**src/rtl/maxnet_controller_if.sv**
```systemverilog
// rtl/maxnet_controller_if.sv - host handshake and PLU datapath control bundle for the Maxnet controller
interface maxnet_controller_if #(
  parameter int ITER_W = 6
);
  logic              start;
  logic              busy;
  logic              done;
  logic              timeout;
  logic              stall;
  logic [ITER_W-1:0] iter_count;
  logic              mux_sel;
  logic              we_prim;
  logic              we_a_reg;
  logic              rst_plu;
  logic              plu_start;
  logic              plu_done;
  logic              finish;

  modport master (
    input  start, plu_done, finish,
    output busy, done, timeout, stall, iter_count,
    output mux_sel, we_prim, we_a_reg, rst_plu, plu_start
  );

  modport slave (
    output start, plu_done, finish,
    input  busy, done, timeout, stall, iter_count,
    input  mux_sel, we_prim, we_a_reg, rst_plu, plu_start
  );
endinterface

```
**src/rtl/maxnet_controller.sv**
```systemverilog
// rtl/maxnet_controller.sv - sequencing FSM for the four-PLU Maxnet datapath with iteration and stall watchdogs
module maxnet_controller #(
  parameter int MAX_ITER = 32,
  parameter int ITER_W   = 6,
  parameter int PLU_TMO  = 64,
  parameter int TMO_W    = 7
) (
  input  logic                clk,
  input  logic                rst,
  maxnet_controller_if.master bus
);
  typedef enum logic [2:0] {
    S_IDLE, S_LOAD, S_CLR, S_RUN, S_WAIT, S_UPDATE, S_DONE
  } state_e;

  state_e            state_q, state_d;
  logic [ITER_W-1:0] iter_q, iter_d, iter_inc;
  logic [TMO_W-1:0]  wdog_q, wdog_d;
  logic              finish_q, finish_d;
  logic              timeout_q, timeout_d;
  logic              stall_q, stall_d;
  logic              busy_q, done_q, mux_sel_q, we_prim_q, we_a_reg_q, rst_plu_q, plu_start_q;

  assign iter_inc = iter_q + 1'b1;

  always_comb begin
    state_d   = state_q;
    iter_d    = iter_q;
    wdog_d    = wdog_q;
    finish_d  = finish_q;
    timeout_d = timeout_q;
    stall_d   = stall_q;
    case (state_q)
      S_IDLE: begin
        if (bus.start) begin
          state_d   = S_LOAD;
          iter_d    = '0;
          timeout_d = 1'b0;
          stall_d   = 1'b0;
        end
      end
      S_LOAD: state_d = S_CLR;
      S_CLR: begin
        wdog_d  = '0;
        state_d = S_RUN;
      end
      S_RUN: state_d = S_WAIT;
      S_WAIT: begin
        // A completion arriving on the last watchdog cycle still wins.
        if (bus.plu_done) begin
          finish_d = bus.finish;
          state_d  = S_UPDATE;
        end else if (wdog_q == TMO_W'(PLU_TMO - 1)) begin
          state_d   = S_DONE;
          timeout_d = 1'b1;
          stall_d   = 1'b1;
        end else begin
          wdog_d = wdog_q + 1'b1;
        end
      end
      S_UPDATE: begin
        if (iter_q != ITER_W'(MAX_ITER)) iter_d = iter_inc;
        if (finish_q) begin
          state_d = S_DONE;
        end else if (iter_inc == ITER_W'(MAX_ITER)) begin
          state_d   = S_DONE;
          timeout_d = 1'b1;
        end else begin
          state_d = S_CLR;
        end
      end
      S_DONE:  state_d = S_IDLE;
      default: state_d = S_IDLE;
    endcase
  end

  // Strobes are decoded from the next state so they line up with the state they belong to.
  always_ff @(posedge clk) begin
    if (rst) begin
      state_q     <= S_IDLE;
      iter_q      <= '0;
      wdog_q      <= '0;
      finish_q    <= 1'b0;
      timeout_q   <= 1'b0;
      stall_q     <= 1'b0;
      busy_q      <= 1'b0;
      done_q      <= 1'b0;
      mux_sel_q   <= 1'b0;
      we_prim_q   <= 1'b0;
      we_a_reg_q  <= 1'b0;
      rst_plu_q   <= 1'b1;
      plu_start_q <= 1'b0;
    end else begin
      state_q     <= state_d;
      iter_q      <= iter_d;
      wdog_q      <= wdog_d;
      finish_q    <= finish_d;
      timeout_q   <= timeout_d;
      stall_q     <= stall_d;
      busy_q      <= (state_d != S_IDLE);
      done_q      <= (state_q == S_DONE);
      mux_sel_q   <= (state_d == S_UPDATE);
      we_prim_q   <= (state_d == S_LOAD);
      we_a_reg_q  <= (state_d == S_LOAD) || (state_d == S_UPDATE);
      rst_plu_q   <= (state_d == S_CLR);
      plu_start_q <= (state_d == S_RUN);
    end
  end

  assign bus.busy       = busy_q;
  assign bus.done       = done_q;
  assign bus.timeout    = timeout_q;
  assign bus.stall      = stall_q;
  assign bus.iter_count = iter_q;
  assign bus.mux_sel    = mux_sel_q;
  assign bus.we_prim    = we_prim_q;
  assign bus.we_a_reg   = we_a_reg_q;
  assign bus.rst_plu    = rst_plu_q;
  assign bus.plu_start  = plu_start_q;
endmodule

```
**src/flat_wrapper.sv**
```systemverilog
// flat-port wrapper written by rule: the top's interface ports become plain ports
module maxnet_controller_flat 
#(
  parameter int MAX_ITER = 32,
  parameter int ITER_W   = 6,
  parameter int PLU_TMO  = 64,
  parameter int TMO_W    = 7
)
  (clk, rst, bus_start, bus_plu_done, bus_finish, bus_busy, bus_done, bus_timeout, bus_stall, bus_iter_count, bus_mux_sel, bus_we_prim, bus_we_a_reg, bus_rst_plu, bus_plu_start);
  maxnet_controller_if #(.ITER_W(ITER_W)) bus_i ();
  input  logic clk;
  input  logic rst;
  input wire logic [$bits(bus_i.start)-1:0] bus_start;
  input wire logic [$bits(bus_i.plu_done)-1:0] bus_plu_done;
  input wire logic [$bits(bus_i.finish)-1:0] bus_finish;
  output wire logic [$bits(bus_i.busy)-1:0] bus_busy;
  output wire logic [$bits(bus_i.done)-1:0] bus_done;
  output wire logic [$bits(bus_i.timeout)-1:0] bus_timeout;
  output wire logic [$bits(bus_i.stall)-1:0] bus_stall;
  output wire logic [$bits(bus_i.iter_count)-1:0] bus_iter_count;
  output wire logic [$bits(bus_i.mux_sel)-1:0] bus_mux_sel;
  output wire logic [$bits(bus_i.we_prim)-1:0] bus_we_prim;
  output wire logic [$bits(bus_i.we_a_reg)-1:0] bus_we_a_reg;
  output wire logic [$bits(bus_i.rst_plu)-1:0] bus_rst_plu;
  output wire logic [$bits(bus_i.plu_start)-1:0] bus_plu_start;
  assign bus_i.start = bus_start;
  assign bus_i.plu_done = bus_plu_done;
  assign bus_i.finish = bus_finish;
  assign bus_busy = bus_i.busy;
  assign bus_done = bus_i.done;
  assign bus_timeout = bus_i.timeout;
  assign bus_stall = bus_i.stall;
  assign bus_iter_count = bus_i.iter_count;
  assign bus_mux_sel = bus_i.mux_sel;
  assign bus_we_prim = bus_i.we_prim;
  assign bus_we_a_reg = bus_i.we_a_reg;
  assign bus_rst_plu = bus_i.rst_plu;
  assign bus_plu_start = bus_i.plu_start;
  maxnet_controller #(.MAX_ITER(MAX_ITER), .ITER_W(ITER_W), .PLU_TMO(PLU_TMO), .TMO_W(TMO_W)) u_core (.clk(clk), .rst(rst), .bus(bus_i));
endmodule
```
**config.mk**
```make
export PLATFORM = sky130hd
export DESIGN_NAME = maxnet_controller_flat
export DESIGN_NICKNAME = d
export VERILOG_FILES = /design/src/rtl/maxnet_controller_if.sv /design/src/rtl/maxnet_controller.sv /design/src/flat_wrapper.sv
export SDC_FILE = /design/constraint.sdc
export NUM_CORES = 1
export LEC_CHECK = 0
export ABC_AREA = 1
export CAP_MARGIN = 5
export CORE_MARGIN = 2
export CORE_UTILIZATION = 30
export CTS_CLUSTER_SIZE = 20
export DETAILED_ROUTE_END_ITERATION = 12
export GPL_TIMING_DRIVEN = 0
export PLACE_DENSITY = 0.49
export SLEW_MARGIN = 40
export SYNTH_ARGS = -nofsm -noshare
export SYNTH_HDL_FRONTEND = slang
export SYNTH_SLANG_ARGS = --single-unit
```
**constraint.sdc**
```tcl
create_clock -name clk -period 1.4 [get_ports clk]
set_input_delay 0.28 -clock clk [delete_from_list [all_inputs] [get_ports clk]]
set_output_delay 0.28 -clock clk [all_outputs]
set_load 0.005 [all_outputs]
```
### Yosys cells after proc, flatten, opt, wreduce, memory -nomap -nowiden

Cells that the tools add are included.
W data, S select, Z words.

* add/subtract/negate cells: 2
* multiply operators: 0
* divide/modulo/power cells: 0
* order comparisons: 0
* equality and inequality tests: 20
* shift-type cells: 0
* mux-type cells: 19
* bitwise operators: 0
* reduce and logical (&&, ||, !) cells: 12

Operators with widths (count)
* $pmux W3 S6: 1
* $mux W3: 5
* $mux W7: 2
* $pmux W7 S2: 1
* $eq A3 B2 Y1 const B: 4
* $eq A3 B3 Y1 const B: 4
* $mux W6: 2
* $pmux W6 S2: 1
* $ne A2 B2 Y1 const B: 4
* $add A7 B1 Y7 const B: 1
* $eq A7 B6 Y1 const B: 1
* $add A6 B1 Y6 const B: 1
* $eq A3 B1 Y1 const B: 2
* $eq A6 B6 Y1 const B: 1
* $ne A2 B1 Y1 const B: 3
* $ne A6 B6 Y1 const B: 1
* $reduce_and A3 Y1: 2
* $reduce_and A6 Y1: 1
* $reduce_bool A2 Y1: 3
* $reduce_bool A3 Y1: 2
* $mux W1: 5
* $reduce_and A4 Y1: 1
* $logic_not A3 Y1: 1
* $pmux W1 S3: 1
* other kinds (3): 3

* register bits after elaboration: 26
* bits in latches: 0
* memory bits (writable): 0
* memory bits (read-only): 0
* input port bits: 5
* output and inout port bits: 15
* logic and storage cells: 66
* memories kept: 0

### Longest topological paths before layout

* depth after elaboration: 7
* gate-level depth with buffers: 12
* mapped depth without buffers: 11

### Worst setup path before layout

OpenSTA, ideal clock, no wires.

* kind: reg2reg
* start point: reg u_core.wdog_q[0]
* end point: reg u_core.wdog_q[2]
* setup time: 78 ps
* data arrival time: 1222 ps
* data required time: 1322 ps
* path slack: 100 ps
* stages on the path, launching flop included: 9
* buffers on the path: 0
* period minus slack after synthesis: 1300 ps
* cell sequence: dfxtp_1 > ha_1 > nand3_1 > inv_1 > nand2_1 > nand2_1 > nand2_2 > and3_1 > nor3_1

* word-level cells in the longest chain between the ends: 4
* elaborated cells between the ends (all ways): 7
* classes of those cells: add/sub (1); eq/ne (2); mux (3); reduce/logical (1)

Ends and longest elaborated chain
* start: declaration: RTL line maxnet_controller.sv:18 `logic [TMO_W-1:0] wdog_q, wdog_d;`
* start signal: assignment: RTL line maxnet_controller.sv:96 `wdog_q <= wdog_d;`
* $add A7 B1 Y7: RTL line maxnet_controller.sv:58 `wdog_d = wdog_q + 1'b1;`
* $mux W7: RTL line maxnet_controller.sv:53 `end else if (wdog_q == TMO_W'(PLU_TMO - 1)) begin`
* $mux W7: RTL line maxnet_controller.sv:50 `if (bus.plu_done) begin`
* $pmux W7 S2: RTL line maxnet_controller.sv:33 `case (state_q)`

Several ways; a longest one is shown, not always the timed one. The select of a mux whose other input is x is not followed.
A chain may end at the register's enable or synchronous reset.

### Final worst setup path

* start point: reg u_core.rst_plu_q (netlist: u_core.bus.rst_plu)
* end point: out bus_rst_plu

RTL lines
* start: declaration: RTL line maxnet_controller.sv:22 `logic busy_q, done_q, mux_sel_q, we_prim_q, we_a_reg_q, rst_plu_q, plu_start_q;`
* start signal: assignment: RTL line maxnet_controller.sv:105 `rst_plu_q <= (state_d == S_CLR);`
* end: declaration: RTL line flat_wrapper.sv:24 `output wire logic [$bits(bus_i.rst_plu)-1:0] bus_rst_plu;`

No word-level cell between the ends.

==> results.md <==
- Worst Max-Slew Pin Slew: approximately 550 ps
- Relative slew slack: between 60 and 70%
- Hold_sp: rst
- Row cnt: 23
- Post-route cell area: between 1500 and 2000 µm²
- Post-synth top area cell: dfxtp_1
- Number of I/O pins: 20
- Hold Path Class: in -> reg
- Syn_area_per_cell: around 7.0 µm²
- Placer Congestion: 0.842
- TritonCTS clock tree: yes
- Worst-path fanout max: 1
- Synth-to-Final Area Change: 40.4%
- RSZ-0062 raised after global routing: true
- Synth warn: 0
- Die Y-Extent: between 60 and 70 µm
- Most flops, register: u_core.wdog_q
- Worst-case clock buffer depth: 2
- IO buf count: 18
- Worst IR drop on VDD: approximately 0.00052 V
- Remaining Overflow, GRT: 0
- Worst Slack Setup Final: around 41 ps
- Die area: between 4000 and 5000 µm²
- CP startpoint kind: flip-flop
- Critical path type: reg -> out
- Worst path slowest cell: clkdlybuf4s50_1
- Average routed wire per standard cell: 11.7 µm
- RR Endpoint: u_core.bus.busy
- Period utilization: a little over nine tenths
- Vias: 1232
- DRT Pass-1 Iters: 4
- Cell depth of the worst setup path: 1
- Reg2reg setup slack: about 41 ps
- Critical path origin: u_core.bus.rst_plu
- Design Power: around 1.6 mW
- Final Hold Viols: 0
- Final Max Slew Viols: 0
- Sequential area share after synthesis: ~41%
- Worst path buffer plus inverter count: 1
- DP Area: roughly 1500 µm²
- Die Wd: between 60 and 70 µm
- Post-DP HPWL: 2200 µm
- Initial antenna violation count: 0
- Final Setup Violations: 0
- Final Util: approximately 44%
- Outcome: finished clean
- Vias in the first global route: 1060
- CTS H-tree depth: 1
- Worst setup path endpoint: bus_rst_plu
- Largest net degree at the start of global routing: 15
- Clock Skew: roughly 2.2 ps
- Yosys top cell area share: 41.4%
- CP delay by family, top: buffers and inverters
- Seq cells post-synth: 26
- Worst-path clk slew: around 90 ps
- Core ar.: around 4000 µm²
- # DRC: 0
- First-pass GRT wire length: roughly 4800 µm
- Final net count: 218
- Vias/cell: 4.76
- Worst R2R Start: u_core.bus.iter_count[0]
- Maximum achievable frequency: roughly 0.74 GHz
- Crit end category: output port
- Cells after Synth: between 150 and 200
- Share of layout cells above drive strength 1: a little under a third
- CP Data Required Time: ~1100 ps
- Clock tree sinks: 26
- Pre-CTS WS: -155 ps
- ANT nets after route: 0
- Max Cap Viol: 0
- Period minus WS final: 1360 ps
- Critical path cell sequence: clkdlybuf4s50_1
- Cts bufs inserted: 3
- Pwr dens: around 900 nW/µm²
- Worst hold margin: 379 ps
- Detailed Route Iter0 Violations: 46
- All-Layer GR Usage: between 10% and 20%
- Ant. Diodes: 0
- Root Driver: clkbuf_8
- Mapped cell area: 1260 µm²
- Reg2reg path depth: 12
- Pleak: between 0.8 and 0.9 nW
- Synth area leaders: dfxtp_1, nand2_1, inv_1
- Max FFs per register: 7
- Initial Util: between 30% and 40%
- Syn Nets: 189
- Final WL: 3020 µm
- Arrival time at the worst endpoint: 1080 ps
- Worst-Skew Late Latency: about 270 ps
- Cell variety after synth: 22
- Worst path max stage delay: roughly 500 ps
-- cell usage in the layout (no fill, tap or decap), types with 5 or more instances in the layout --
| master | netlist | final |
|---|---|---|
| dlymetal6s2s_1 | 0 | 10 |
| nand4_1 | 5 | 5 |
| nand3_1 | 12 | 11 |
| a21oi_1 | 15 | 11 |
| dfxtp_1 | 26 | 12 |
| dfxtp_2 | 0 | 9 |
| nand2_1 | 48 | 39 |
| nor2_1 | 15 | 13 |
| a21oi_2 | 3 | 7 |
| inv_2 | 4 | 7 |
| dfxtp_4 | 0 | 5 |
| nand2_2 | 4 | 12 |
| inv_1 | 25 | 20 |
| buf_4 | 1 | 5 |
-- worst min path at each step --
stage | end | slack, ps | depth (start not counted)
floorplan | u_core.bus.timeout | 440 | 2
finish | u_core.bus.iter_count[3] | 380 | 2
detailed placement | u_core.bus.timeout | 450 | 2
global route | u_core.bus.iter_count[1] | 390 | 2
CTS | u_core.bus.iter_count[1] | 370 | 2
global placement | u_core.bus.timeout | 440 | 2
-- per-layer routing --
metal / vias to the layer above / GRT usage (%) / part of all wire (%)
met5: - / 0 / 0
met4: 0 / 4.66 / 0.99
met3: 4 / 3.08 / 4.5
met2: 30 / 22.2 / 46
met1: 565 / 18.1 / 48
li1: 633 / - / -
-- cell usage after synthesis, drive strengths merged --
| cell | n |
|---|---|
| ha | 3 |
| a21oi | 18 |
| buf | 1 |
| inv | 29 |
| and3 | 1 |
| o21ai | 5 |
| dfxtp | 26 |
| nand3 | 14 |
| nor4 | 1 |
| nor3 | 3 |
| a211oi | 1 |
| nor2 | 19 |
| clkbuf | 2 |
| a21o | 1 |
| nand2 | 52 |
| nand4 | 5 |
-- cell families (layout without fill, tap and decap cells) --
family / count (synthesis) / count (layout) / share of synthesized area (%)
adder cells (fa/ha/maj): 3 / 3 / 2.98
buffers and inverters: 32 / 60 / 9.84
AO/OA/AOI/OAI: 25 / 25 / 11.2
flip-flops: 26 / 26 / 41.4
AND/OR/NAND/NOR: 95 / 95 / 34.6
-- through the flow --
step / cells / TNS [ps]
floorplan: 181 / 0
global placement: 249 / -1530
detailed placement: 249 / -1680
CTS: 258 / -9.37
global route: 259 / -204
finish: 259 / 0
-- area by class of cell --
cell class / count / area (µm²)
well taps: 50 / 62.6
flip-flops and latches: 26 / 551
multi-input cells: 123 / 717
clock buffers: 4 / 55.1
fillers: 420 / 2260
repair buffers: 24 / 249
plain buffers: 3 / 18.8
inverters: 29 / 114
-- power by group --
| part | internal, mW | switching (mW) |
|---|---|---|
| logic | 0.105 | 0.165 |
| clock network | 0.251 | 0.237 |
| registers | 0.767 | 0.0248 |
| total | 1.12 | 0.427 |
-- what timing repair did --
item / 4_1_cts / 5_1_grt
gates resized for setup: 23 / 45
setup buffers: 5 / 1
pin swaps: 0 / 3
setup endpoints to repair: 17 / 27
hold buffers: 0 / 0
Power figures use the tool's default switching activity.
